<file path="config.mk">
export PLATFORM = sky130hd
export DESIGN_NAME = gpio_serial_loader_flat
export DESIGN_NICKNAME = d
export VERILOG_FILES = /design/src/rtl/gpio_serial_loader_if.sv /design/src/rtl/gpio_serial_loader.sv /design/src/flat_wrapper.sv
export SDC_FILE = /design/constraint.sdc
export NUM_CORES = 1
export LEC_CHECK = 0
export CORE_MARGIN = 10
export CORE_UTILIZATION = 54
export CTS_BUF_LIST = sky130_fd_sc_hd__clkbuf_16
export DETAILED_ROUTE_END_ITERATION = 12
export HOLD_SLACK_MARGIN = 0.1
export PLACE_DENSITY_LB_ADDON = 0.25
export RECOVER_POWER = 100
export SYNTH_ARGS = -nofsm -noshare
export SYNTH_HDL_FRONTEND = slang
export SYNTH_SLANG_ARGS = --single-unit
</file>
<file path="constraint.sdc">
create_clock -name clock -period 2.5 [get_ports clock]
set_clock_uncertainty 0.05 [all_clocks]
set_input_delay 0.5 -clock clock [delete_from_list [all_inputs] [get_ports clock]]
set_output_delay 0.5 -clock clock [all_outputs]
set_load 0.01 [all_outputs]
</file>
<file path="src/rtl/gpio_serial_loader_if.sv">
// gpio_serial_loader_if
//   Bundles the sequencer's handshake, register-file fetch and pad-chain
//   signals.
//   master : the loader (drives busy/done/cfg_addr/serial_*).
//   slave  : the surrounding logic (drives start/cfg_data and optionally abort).
//   Ports:
//     start        request a full chain load (1 cycle)
//     busy, done   load in progress / one-cycle completion pulse
//     cfg_addr     pad index being fetched
//     cfg_data     pad config word for cfg_addr
//     serial_clock, serial_data, serial_load   pad-chain shift/latch lines
//     abort        only present with GPIO_SERIAL_LOADER_ABORT_EN defined
interface gpio_serial_loader_if #(
  parameter int NUM_IO   = 38,
  parameter int CFG_BITS = 13
);
  localparam int AW = (NUM_IO > 1) ? $clog2(NUM_IO) : 1;

  logic                start;
  logic                busy;
  logic                done;
  logic [AW-1:0]       cfg_addr;
  logic [CFG_BITS-1:0] cfg_data;
  logic                serial_clock;
  logic                serial_data;
  logic                serial_load;
`ifdef GPIO_SERIAL_LOADER_ABORT_EN
  logic                abort;

  modport master (
    input  start, cfg_data, abort,
    output busy, done, cfg_addr, serial_clock, serial_data, serial_load
  );
  modport slave (
    output start, cfg_data, abort,
    input  busy, done, cfg_addr, serial_clock, serial_data, serial_load
  );
`else
  modport master (
    input  start, cfg_data,
    output busy, done, cfg_addr, serial_clock, serial_data, serial_load
  );
  modport slave (
    output start, cfg_data,
    input  busy, done, cfg_addr, serial_clock, serial_data, serial_load
  );
`endif
endinterface

</file>
<file path="src/rtl/gpio_serial_loader.sv">
// gpio_serial_loader
//   Loads every pad's CFG_BITS config word into the GPIO control-block shift
//   chain, furthest pad first, MSB first, then strobes serial_load so all
//   blocks latch together.
//   Ports:
//     clock  system clock (rising edge)
//     reset  synchronous, active-high
//     bus    gpio_serial_loader_if.master (start/busy/done, cfg_addr/cfg_data,
//            serial_clock/serial_data/serial_load)
//   Optional: define GPIO_SERIAL_LOADER_ABORT_EN to add bus.abort, which
//   cancels an in-flight load without a serial_load or done pulse.
module gpio_serial_loader #(
  parameter int NUM_IO   = 38,
  parameter int CFG_BITS = 13,
  parameter int CLK_DIV  = 2
) (
  input  logic                 clock,
  input  logic                 reset,
  gpio_serial_loader_if.master bus
);

  localparam int AW = (NUM_IO > 1) ? $clog2(NUM_IO) : 1;
  localparam int BW = (CFG_BITS > 1) ? $clog2(CFG_BITS) : 1;

  localparam logic [7:0]    DIV_LAST  = 8'(CLK_DIV - 1);
  localparam logic [BW-1:0] BIT_LAST  = BW'(CFG_BITS - 1);
  localparam logic [AW-1:0] ADDR_LAST = AW'(NUM_IO - 1);

  typedef enum logic [2:0] {
    S_IDLE,
    S_FETCH,
    S_SHIFT,
    S_LOAD,
    S_DONE
  } state_t;

  state_t              state;
  logic [7:0]          half_cnt;
  logic [BW-1:0]       bit_cnt;
  logic [CFG_BITS-1:0] shreg;
  logic [AW-1:0]       addr_q;
  logic                busy_q, done_q, sck_q, sld_q;
  logic                abort_req;

`ifdef GPIO_SERIAL_LOADER_ABORT_EN
  assign abort_req = bus.abort;
`else
  assign abort_req = 1'b0;
`endif

  // serial_data is the MSB of the shift register. The register is zero outside
  // SHIFT (all CFG_BITS bits have been shifted out by the end of each pad),
  // which keeps the data line low in FETCH/LOAD/IDLE.
  assign bus.busy         = busy_q;
  assign bus.done         = done_q;
  assign bus.cfg_addr     = addr_q;
  assign bus.serial_clock = sck_q;
  assign bus.serial_data  = shreg[CFG_BITS-1];
  assign bus.serial_load  = sld_q;

  always_ff @(posedge clock) begin
    if (reset) begin
      state    <= S_IDLE;
      half_cnt <= '0;
      bit_cnt  <= '0;
      shreg    <= '0;
      addr_q   <= '0;
      busy_q   <= 1'b0;
      done_q   <= 1'b0;
      sck_q    <= 1'b0;
      sld_q    <= 1'b0;
    end else if (abort_req && (state == S_FETCH || state == S_SHIFT || state == S_LOAD)) begin
      state    <= S_IDLE;
      half_cnt <= '0;
      bit_cnt  <= '0;
      shreg    <= '0;
      addr_q   <= '0;
      busy_q   <= 1'b0;
      sck_q    <= 1'b0;
      sld_q    <= 1'b0;
    end else begin
      case (state)
        S_IDLE: begin
          if (bus.start) begin
            state  <= S_FETCH;
            busy_q <= 1'b1;
            addr_q <= ADDR_LAST;
          end
        end

        // cfg_data for the new cfg_addr is valid during this single cycle.
        S_FETCH: begin
          shreg    <= bus.cfg_data;
          sck_q    <= 1'b0;
          half_cnt <= '0;
          bit_cnt  <= '0;
          state    <= S_SHIFT;
        end

        // Each bit: CLK_DIV cycles low, CLK_DIV cycles high; the data moves on
        // only at the high->low transition so it is stable across the rise.
        S_SHIFT: begin
          if (half_cnt == DIV_LAST) begin
            half_cnt <= '0;
            if (!sck_q) begin
              sck_q <= 1'b1;
            end else begin
              sck_q <= 1'b0;
              shreg <= shreg << 1;
              if (bit_cnt == BIT_LAST) begin
                if (addr_q != '0) begin
                  addr_q <= addr_q - AW'(1);
                  state  <= S_FETCH;
                end else begin
                  sld_q <= 1'b1;
                  state <= S_LOAD;
                end
              end else begin
                bit_cnt <= bit_cnt + BW'(1);
              end
            end
          end else begin
            half_cnt <= half_cnt + 8'd1;
          end
        end

        // Strobe high for CLK_DIV cycles, then a CLK_DIV-cycle low tail.
        S_LOAD: begin
          if (half_cnt == DIV_LAST) begin
            half_cnt <= '0;
            if (sld_q) begin
              sld_q <= 1'b0;
            end else begin
              done_q <= 1'b1;
              busy_q <= 1'b0;
              state  <= S_DONE;
            end
          end else begin
            half_cnt <= half_cnt + 8'd1;
          end
        end

        // start is ignored here; it is only looked at in IDLE.
        S_DONE: begin
          done_q <= 1'b0;
          state  <= S_IDLE;
        end

        default: state <= S_IDLE;
      endcase
    end
  end

endmodule

</file>
<file path="src/flat_wrapper.sv">
// flat-port wrapper written by rule: the top's interface ports become plain ports
module gpio_serial_loader_flat 
#(
  parameter int NUM_IO   = 38,
  parameter int CFG_BITS = 13,
  parameter int CLK_DIV  = 2
)
  (clock, reset, bus_start, bus_cfg_data, bus_busy, bus_done, bus_cfg_addr, bus_serial_clock, bus_serial_data, bus_serial_load);
  gpio_serial_loader_if #(.NUM_IO(NUM_IO), .CFG_BITS(CFG_BITS)) bus_i ();
  input  logic clock;
  input  logic reset;
  input wire logic [$bits(bus_i.start)-1:0] bus_start;
  input wire logic [$bits(bus_i.cfg_data)-1:0] bus_cfg_data;
  output wire logic [$bits(bus_i.busy)-1:0] bus_busy;
  output wire logic [$bits(bus_i.done)-1:0] bus_done;
  output wire logic [$bits(bus_i.cfg_addr)-1:0] bus_cfg_addr;
  output wire logic [$bits(bus_i.serial_clock)-1:0] bus_serial_clock;
  output wire logic [$bits(bus_i.serial_data)-1:0] bus_serial_data;
  output wire logic [$bits(bus_i.serial_load)-1:0] bus_serial_load;
  assign bus_i.start = bus_start;
  assign bus_i.cfg_data = bus_cfg_data;
  assign bus_busy = bus_i.busy;
  assign bus_done = bus_i.done;
  assign bus_cfg_addr = bus_i.cfg_addr;
  assign bus_serial_clock = bus_i.serial_clock;
  assign bus_serial_data = bus_i.serial_data;
  assign bus_serial_load = bus_i.serial_load;
  gpio_serial_loader #(.NUM_IO(NUM_IO), .CFG_BITS(CFG_BITS), .CLK_DIV(CLK_DIV)) u_core (.clock(clock), .reset(reset), .bus(bus_i));
endmodule
</file>
# ---- After elaboration in Yosys (flattened, before gate mapping)
# Cells that the tools add are included.
dict set report op_classes {
  n_eq_ne 15
  n_reduce_logical 17
  add_sub_neg 3
  muxes 39
}
# operator n
set ops {}
lappend ops {{$mux W6} 5}
lappend ops {{$mux W13} 2}
lappend ops {{$pmux W13 S2} 1}
lappend ops {{$mux W3} 6}
lappend ops {{$reduce_and A6 Y1} 3}
lappend ops {{$ne A2 B2 Y1 const B} 8}
lappend ops {{$pmux W8 S2} 1}
lappend ops {{$mux W1} 12}
lappend ops {{$mux W4} 3}
lappend ops {{$pmux W3 S4} 1}
lappend ops {{$pmux W6 S2} 1}
lappend ops {{$reduce_bool A2 Y1} 6}
lappend ops {{$add A8 B1 Y8 const B} 1}
lappend ops {{$eq A8 B1 Y1 const B} 1}
lappend ops {{$mux W8} 1}
lappend ops {{$pmux W1 S2} 4}
lappend ops {{$pmux W4 S2} 1}
lappend ops {{$reduce_and A4 Y1} 2}
lappend ops {{$eq A3 B2 Y1 const B} 2}
lappend ops {{$reduce_and A3 Y1} 2}
lappend ops {{$reduce_bool A6 Y1} 1}
lappend ops {{$sub A6 B1 Y6 const B} 1}
lappend ops {{$add A4 B1 Y4 const B} 1}
lappend ops {{$eq A4 B4 Y1 const B} 1}
lappend ops {{7 further kinds} 7}
dict set report word_totals {
  output_inout_bits 11
  input_bits 16
  register_bits 38
  wordCells 83
}

# ---- Longest topological paths before layout
# Gate-level depths: netlist (run 1).
dict set report depth {
  ltp_word 6
  mapped_depth 7
  mapped_depth_nobuf 6
}

# ---- Least setup slack after synthesis (run 1)
# OpenSTA, ideal clock, no wires.
dict set report synth_path {
  kind {reg2reg}
  from {register u_core.half_cnt[0]}
  to {register u_core.addr_q[0], in the netlist u_core.bus.cfg_addr[0]}
  setup_time_ns 0.124
  slack_ns 0.508
  required_time_ns 2.326
  arrival_ns 1.819
  path_stages_with_launch 6
  path_buffers 0
  path_cell_list {dfxtp_1 ha_1 or4b_4 or4_4 o31ai_1 a21oi_1}
}
dict set report synth_between {
  elab_chain_len 3
}
# element line
set synth_lines {}
lappend synth_lines {{start: declaration} gpio_serial_loader.sv:38} ;# logic [7:0] half_cnt;
lappend synth_lines {{start signal: assignment} gpio_serial_loader.sv:123} ;# half_cnt <= half_cnt + 8'd1;
lappend synth_lines {{start signal: assignment} gpio_serial_loader.sv:139} ;# half_cnt <= half_cnt + 8'd1;
lappend synth_lines {{$eq A8 B1 Y1} gpio_serial_loader.sv:103} ;# if (half_cnt == DIV_LAST) begin
lappend synth_lines {{$ne A2 B2 Y1 (no source line)} --}
lappend synth_lines {{$reduce_and A6 Y1 (no source line)} --}
lappend synth_lines {{end signal: assignment} gpio_serial_loader.sv:112} ;# addr_q <= addr_q - AW'(1);
lappend synth_lines {{end: declaration} gpio_serial_loader.sv:41} ;# logic [AW-1:0] addr_q;
# Every way passes these cells.
# A chain may end at the register's enable or synchronous reset.

# ---- Final worst setup path (run 1)
# Same ends and word-level chain as after synthesis.

==> run metrics, run 1 <==
status=finished clean; Crit path depth=5; Antenna Violating Nets Remaining=0; Worst Hold Class=reg -> reg; R2R cell count=5; RSZ-0062 raised after global routing=false; Worst Path Buf+Inv=0; area delta synth->final=24.5%; Initial Util=a little under three fifths; Hold Fails Final Rpt=0; Placement Setup Slack=400 ps; top area cells in the synthesized netlist=dfxtp_1, nand2_1, a311oi_1, a21oi_1, ha_1; Simple-Gate Fraction of Synth Area=27.6%; crit share post-route=85.9%; adder-cell share of the synthesized area=3.74%; worst r2r src=u_core.half_cnt[0]$_SDFFE_PP0P_; Antenna diodes=0; Max-Cap Viols=0; clock slew at reported path FFs=about 50 ps; xor and xnor fraction of the mapped netlist area=0.872%; area share of the largest cell type after synthesis=a little under two fifths; Initial DRT Pass Iterations=4; kind of end point of the critical path=flop; Post-CTS Setup Bufs=0; Mapped Area=2010 um2; design area=2500 um2; final setup TNS=0 ps; Non-Filler Instances=327; CP Max Fanout=10; WP data required=2660 ps; global route total overflow=0; Post-synth ARST share=0%; Pwr Density=638 nW/um2; Fillers=314; WL final=4820 um; Synth Warn #=0; CTS Hold Bufs=0; Crit. Startpoint=u_core.half_cnt[0]$_SDFFE_PP0P_; DR iter-0 viols=133; sequential share of the synthesized area=37.9%; CTS root buffer=clkbuf_16; fraction of layout cells with a size suffix above 1=8.24%; crit path DAT=2310 ps; slew margin rel.=61.5%; Final GP Congestion=0.826; number of flops mapped to enable cells by yosys=0; CTS sink count=38; first-pass GRT wire length=8380 um; hold path depth=2; Avg Vias per Cell=~5.9; Post-Route Utilization=between 60 and 70%; Netlist cell types=48; port bufs=26; Syn Inst Count=roughly 250; multiplexer area fraction after synthesis=~1.1%; largest family of logic cells by synthesized area=simple AND/OR/NAND/NOR gates; CP Cell Sequence=ha_1 > or4b_1 > nor4_4 > o21ai_0 > a21oi_1; initial antenna violation count=0; I/O pins=27; CTS tree=done; placed insts=320; number of synthesized register bits=38; Worst Tran Pin Value=574 ps; Max VDD drop=approximately 0.37 mV; Mapped Avg Cell Area=just over 8 um2; Tot Pwr=1.60 mW; Worst setup SP type=flop; core outline area=between 3000 and 4000 um2; Largest delay share family, worst path=simple AND/OR/NAND/NOR gates; Final #Nets=approximately 300; Die X=a little over 80 um; Top FF cell, synth=dfxtp_1; DIE HEIGHT=81 um; largest net degree at the start of global routing=20; P_leak=0.938 nW; Post-route DRC=0; CTS Buf Count=5; vias in the first global route=1860; H-tree depth=2; HPWL after DPL=around 3400 um; hold wc startpoint=u_core.shreg[0]$_SDFFE_PP0P_; Rows=22; slowest CP cell=or4b_1; final worst setup slack=353 ps; Vias=1929; post-CTS sizing=0; die footprint=between 6000 and 7000 um2; WS Path Type=reg -> reg; Final Max Slew Viols=0; placed inst area=2380 um2; final worst path period need=2150 ps; largest stage delay on the critical path=550 ps; Synth Area in Compound Gates=between 20% and 30%; CTS Buffer Depth=2; largest area contributor in the netlist=dfxtp_1; Net Count, Synth=267; final hold slack=roughly 420 ps; Total GRT Usage=15.5%; drt wl/cell=14.8 um; fmax=0.466 GHz; Setup Viol. Count Final=0; worst-skew pair later-pin latency=270 ps
-- cells by family (layout without fill, tap and decap cells) --
group | count (synthesis) | in the layout
compound gates | 72 | 72
buf+inv | 21 | 55
fa+ha+maj | 6 | 6
mux | 2 | 2
xor+xnor | 2 | 2
simple gates | 104 | 104
flops | 38 | 38
-- worst reg2reg max path: cells and delay by family, from the launching register on --
kind	cells	cell delay, ps
simple gates	2	1090
flops	1	390
compound gates	2	380
fa+ha+maj	1	170
-- path summary, 6_finish.rpt --
check	to	slack (ps)
setup / recovery	u_core.bus.cfg_addr[0]$_SDFFE_PP0P_	350
hold / removal	u_core.shreg[0]$_SDFFE_PP0P_	420
setup reg to reg	u_core.bus.cfg_addr[0]$_SDFFE_PP0P_	350
hold reg to reg	u_core.shreg[0]$_SDFFE_PP0P_	420
-- state kept, by name, summed over array words and instances, names as in the netlist --
register and flops:
u_core.bit_cnt 4, u_core.bus.cfg_addr 6, u_core.half_cnt 8, u_core.bus.serial_load 1, u_core.bus.busy 1, u_core.shreg 13
u_core.bus.done 1, u_core.state 3, u_core.bus.serial_clock 1
-- metal layers --
layer	share of wire, %	global-route usage [%]	vias up	wire [um]
li1	-	-	981	-
met1	44	18.3	901	2110
met2	49	26.1	41	2370
met3	6.0	4.19	6	289
met4	1.1	5.88	0	55
met5	0	0	-	0
-- Yosys cell counts (all sizes together) (4+ instances only) --
cell type,instances
nor3b,4
a21oi,22
a211oi,5
nand2b,6
clkbuf,6
buf,6
nor4b,5
o21ai,9
nand2,37
ha,6
o21a,4
inv,8
nand3,9
nor3,9
nor2,17
dfxtp,38
a311oi,14
-- power by group --
part	total [mW]	switching (mW)	internal, mW
combinational	0.340	0.191	0.149
sequential	0.682	0.0323	0.649
clock	0.575	0.219	0.356
-- placed cells by master, fill, tap and decap left out, types with 4 or more instances in the layout --
| master | count |
|---|---|
| dfxtp_1 | 38 |
| nand2_1 | 37 |
| a21oi_1 | 22 |
| nor2_1 | 17 |
| clkdlybuf4s50_1 | 15 |
| a311oi_1 | 14 |
| buf_4 | 12 |
| dlygate4sd3_1 | 11 |
| inv_1 | 10 |
| nor3_1 | 9 |
| nand3_1 | 9 |
| nand2b_1 | 6 |
| o21ai_0 | 6 |
| ha_1 | 6 |
| a211oi_1 | 5 |
| clkbuf_16 | 5 |
| nor4b_1 | 4 |
| o21a_1 | 4 |
-- cell type report --
type                       count  area, um2  area share (%)
multi-input combinational    186       1160            46.4
sequential                    38        761            30.4
timing repair buffer          39        354            14.2
clock buffer                   5        125            5.00
tap                           48       60.1            2.40
inverter                       9       33.8            1.35
clock inverter                 2       7.51           0.300
Power figures use the tool's default switching activity.
==> inputs of run 2 (changes only) <==
CTS_CLUSTER_DIAMETER = 150   (was default)
GPL_TIMING_DRIVEN = 0   (was default)
==> run 2 against run 1 <==
Non-clock buffer count down 1. Final area down 0.25%. Core utilization down 0.17 points. Wire length up 6.1%. Combinational power down 1%. Sequential power about the same. Count of clock-buffer cells in the layout unchanged. Critical path depth unchanged. Clock power up 24%.
==> run metrics, run 2 (synthesis results as in run 1) <==
status=finished clean; Worst Path Buf+Inv=0; final worst path period need=2270 ps; Vias=1955; Placement Setup Slack=13.7 ps; most frequent cells in the layout=dfxtp_1, nand2_1, a21oi_1, nor2_1; Pwr Density=694 nW/um2; Final GP Congestion=0.858; Worst Tran Pin Value=1120 ps; Worst setup SP type=flop; WP data required=between 2000 and 3000 ps; Setup Viol. Count Final=0; HPWL after DPL=3530 um; Post-route DRC=0; R2R cell count=5; fmax=0.441 GHz; DIE HEIGHT=81 um; Post-Route Utilization=roughly 70%; crit share post-route=90.7%; drt wl/cell=about 16 um; CTS root buffer=clkbuf_16; Fillers=304; Tot Pwr=1.73 mW; Avg Vias per Cell=5.98; post-CTS sizing=0; Max VDD drop=between 0.4 and 0.5 mV; die footprint=around 6600 um2; placed inst area=2330 um2; first-pass GRT wire length=8510 um; Initial Util=a little under three fifths; vias in the first global route=1874; WS Path Type=reg -> reg; initial antenna violation count=0; most common cell after layout, fill and taps aside=dfxtp_1; Final Max Slew Viols=0; CTS tree=done; hold path depth=2; Total GRT Usage=about 16%; max reg flops=13; Antenna Violating Nets Remaining=0; CTS Hold Bufs=0; Final #Nets=300; Top reg by flops=u_core.shreg; core outline area=3630 um2; CTS sink count=38; Initial DRT Pass Iterations=4; kind of end point of the critical path=flop; largest stage delay on the critical path=540 ps; CTS Buffer Depth=2; Hold Fails Final Rpt=0; CP Cell Sequence=ha_1 > or4b_4 > nor4_4 > nand3_1 > o31ai_1; global route total overflow=0; Antenna diodes=0; Rows=22; WL final=5120 um; P_leak=between 0.9 and 1 nW; I/O pins=27; CP Max Fanout=10; final worst setup slack=233 ps; Post-CTS Setup Bufs=0; CTS Buf Count=5; Die X=81 um; final setup TNS=0 ps; design area=2490 um2; worst-skew pair later-pin latency=280 ps; clock slew at reported path FFs=~60 ps; area delta synth->final=24.2%; Largest delay share family, worst path=simple AND/OR/NAND/NOR gates; Max-Cap Viols=0; fraction of layout cells with a size suffix above 1=7.17%; largest net degree at the start of global routing=13; Crit path depth=5; RSZ-0062 raised after global routing=false; port bufs=26; Worst Hold Class=reg -> reg; DR iter-0 viols=169; slowest CP cell=nor4_4; H-tree depth=2; crit path DAT=2390 ps; slew margin rel.=24.0%
-- run 2: final timing paths --
check	startpoint	end	slack (ps)
max	u_core.half_cnt[0]$_SDFFE_PP0P_	u_core.bus.cfg_addr[3]$_SDFFE_PP0P_	230
max reg2reg	u_core.half_cnt[0]$_SDFFE_PP0P_	u_core.bus.cfg_addr[3]$_SDFFE_PP0P_	230
min reg2reg	u_core.shreg[0]$_SDFFE_PP0P_	u_core.shreg[0]$_SDFFE_PP0P_	430
min	u_core.shreg[0]$_SDFFE_PP0P_	u_core.shreg[0]$_SDFFE_PP0P_	430
-- run 2: final cells by class --
cell class	count	area [um2]	area share, %
buffer	12	51.3	2.06
timing repair buffer	26	260	10.4
multi-input combinational	186	1160	46.6
tap	48	60.1	2.41
inverter	9	33.8	1.35
clock inverter	3	40.0	1.60
clock buffer	5	125	5.02
sequential	38	761	30.5
-- run 2: per-stage QoR --
stage	std cells	hold slack, ps
4_1_cts	327	427
2_1_floorplan	245	379
6_report	327	431
3_5_place_dp	319	396
3_3_place_gp	319	396
5_1_grt	327	458
-- run 2: routing by layer --
metal	track usage, %	vias up	wire length (um)
met5	0	-	0
met4	6.75	0	42
met1	20.0	908	2300
met3	4.30	6	374
met2	24.8	67	2400
li1	-	974	-
-- run 2: power by group --
group,switching [mW],internal (mW)
Clock,0.248,0.467
Combinational,0.198,0.137
Sequential,0.0335,0.649
-- run 2: worst register-to-register path, stage by stage (launching register included) --
cell,delay (ps)
dfxtp_1,400
ha_1,190
or4b_4,520
nor4_4,540
nand3_1,180
o31ai_1,270
==> inputs of run 3 (changes only) <==
CORE_UTILIZATION = 50   (was 54)
==> run 3 against run 2 <==
Die area rose by 6.0%. Maximum frequency fell by 2.1%. Clock power fell by 17%. First-iteration DRC count fell by 46%. Sequential cell count did not move. Non-clock buffer count did not move. Critical path depth rose by 1. Global-route usage fell by 1.4 points. Via count fell by 0.77%. Highest routed layer unchanged.
==> run metrics, run 3 (synthesis results as in run 1) <==
Worst setup SP type=flop; Vias=1940; Worst Tran Pin Value=approximately 1200 ps; HPWL after DPL=3600 um; fraction of power spent switching nets=28.7%; Max VDD drop=0.415 mV; CP Max Fanout=10; vias in the first global route=1958; Worst Hold Class=reg -> reg; CTS root buffer=clkbuf_16; drt wl/cell=15.4 um; first-pass GRT wire length=8720 um; Hold Fails Final Rpt=0; WL final=5010 um; final setup TNS=0 ps; metal3 WL=294 um; die footprint=6950 um2; Tot Pwr=1.60 mW; Die X=83.4 um; DRT met1 WL=~2300 um; kind of end point of the critical path=flop; P_leak=~0.9 nW; met2 WL=approximately 2300 um; crit share post-route=92.6%; worst r2r src=u_core.half_cnt[0]$_SDFFE_PP0P_; core outline area=around 3800 um2; Final #Nets=300; Avg Vias per Cell=5.95; CTS tree=done; WP data required=around 2600 ps; Int Pwr=1.14 mW; Post-CTS Setup Bufs=0; hold wc startpoint=u_core.shreg[0]$_SDFFE_PP0P_; Initial Util=53.3%; largest net degree at the start of global routing=11; sequential group share of total power=42.6%; Total GRT Usage=around 14%; final worst path period need=about 2300 ps; Top Metal Used=met4; Crit. Startpoint=u_core.half_cnt[0]$_SDFFE_PP0P_; slew margin rel.=20.7%; DIE HEIGHT=83.4 um; Pwr Density=around 650 nW/um2; most common cell after layout, fill and taps aside=dfxtp_1; CTS Buffer Depth=2; DR iter-0 viols=91; fmax=between 0.4 and 0.5 GHz; CTS Hold Bufs=0; Antenna Violating Nets Remaining=0; Top reg by flops=u_core.shreg; fraction of layout cells with a size suffix above 1=6.12%; Final GP Congestion=0.861; RSZ-0062 raised after global routing=false; clock share of power=36.9%; Antenna diodes=0; worst-skew pair later-pin latency=280 ps; Net Switching=459 uW; worst reg2reg setup slack=190 ps; Rows=22; Initial DRT Pass Iterations=4; max reg flops=13; post-CTS sizing=0; Max-Cap Viols=0; area delta synth->final=22.5%; Post-route DRC=0; I/O pins=27; initial antenna violation count=0; Setup Viol. Count Final=0; CTS sink count=38; most frequent cells in the layout=dfxtp_1, nand2_1, a21oi_1, nor2_1; clock slew at reported path FFs=60 ps; status=finished clean; port bufs=26; WS Path Type=reg -> reg; crit path DAT=2440 ps; Final Max Slew Viols=0; global route total overflow=0; H-tree depth=2; CTS Buf Count=5; Comb power frac=between 20% and 30%
## run 3: cell count changes in the layout (fill, tap and decap cells not counted)
cell       delta
inv_1         +2
bufinv_16     -1
clkinv_2      -2
clkbuf_2      +2
o21ai_1       -1
o21ai_0       +1
buf_2         -2
## run 3: final cells by class
type                            count  area (um2)
Sequential cell                    38         761
Timing Repair Buffer               26         260
Multi-Input combinational cell    186        1160
Buffer                             12        51.3
Clock buffer                        5         125
Fill cell                         341        1310
Inverter                            9        33.8
Tap cell                           48        60.1
Clock inverter                      2        7.51
## run 3: worst max-delay path: stages, from the launching register on
cell and delay, ps:
dfxtp_1 400, ha_1 210, or4b_4 520, o21ai_0 340, clkbuf_2 290, a21oi_1 100, a311oi_1 300
## run 3: stage by stage
stage	cells	area (um2)	hold WS [ps]	setup WS [ps]	utilization (%)
6_report	326	2460	404	185	65.3
5_1_grt	326	2460	427	27.4	65.3
4_1_cts	326	2460	405	276	65.3
3_5_place_dp	319	2330	396	3.40	61.8
3_3_place_gp	319	2330	388	34.6	61.8
2_1_floorplan	245	2010	379	508	-
## run 3: power groups by stage
stage	clock network (mW)	logic, mW	registers (mW)
final	0.590	0.330	0.681
after global routing	0.624	0.366	0.687
after CTS	0.598	0.333	0.682
after detailed placement	0	0.330	0.695
after global placement	0	0.327	0.693
after floorplan	0	0.221	0.693
## run 3: path summary, 6_finish.rpt
| check | to | cells after the start |
|---|---|---|
| min | u_core.shreg[0]$_SDFFE_PP0P_ | 2 |
| max reg2reg | u_core.shreg[1]$_SDFFE_PP0P_ | 6 |
| max | u_core.shreg[1]$_SDFFE_PP0P_ | 6 |
| min reg2reg | u_core.shreg[0]$_SDFFE_PP0P_ | 2 |
## run 3: metal layers
layer | vias to the layer above | global-route usage (%)
met1 | 914 | 17.1
li1 | 971 | -
met2 | 48 | 23.2
met3 | 7 | 4.59
met5 | - | 0
met4 | 0 | 6.00
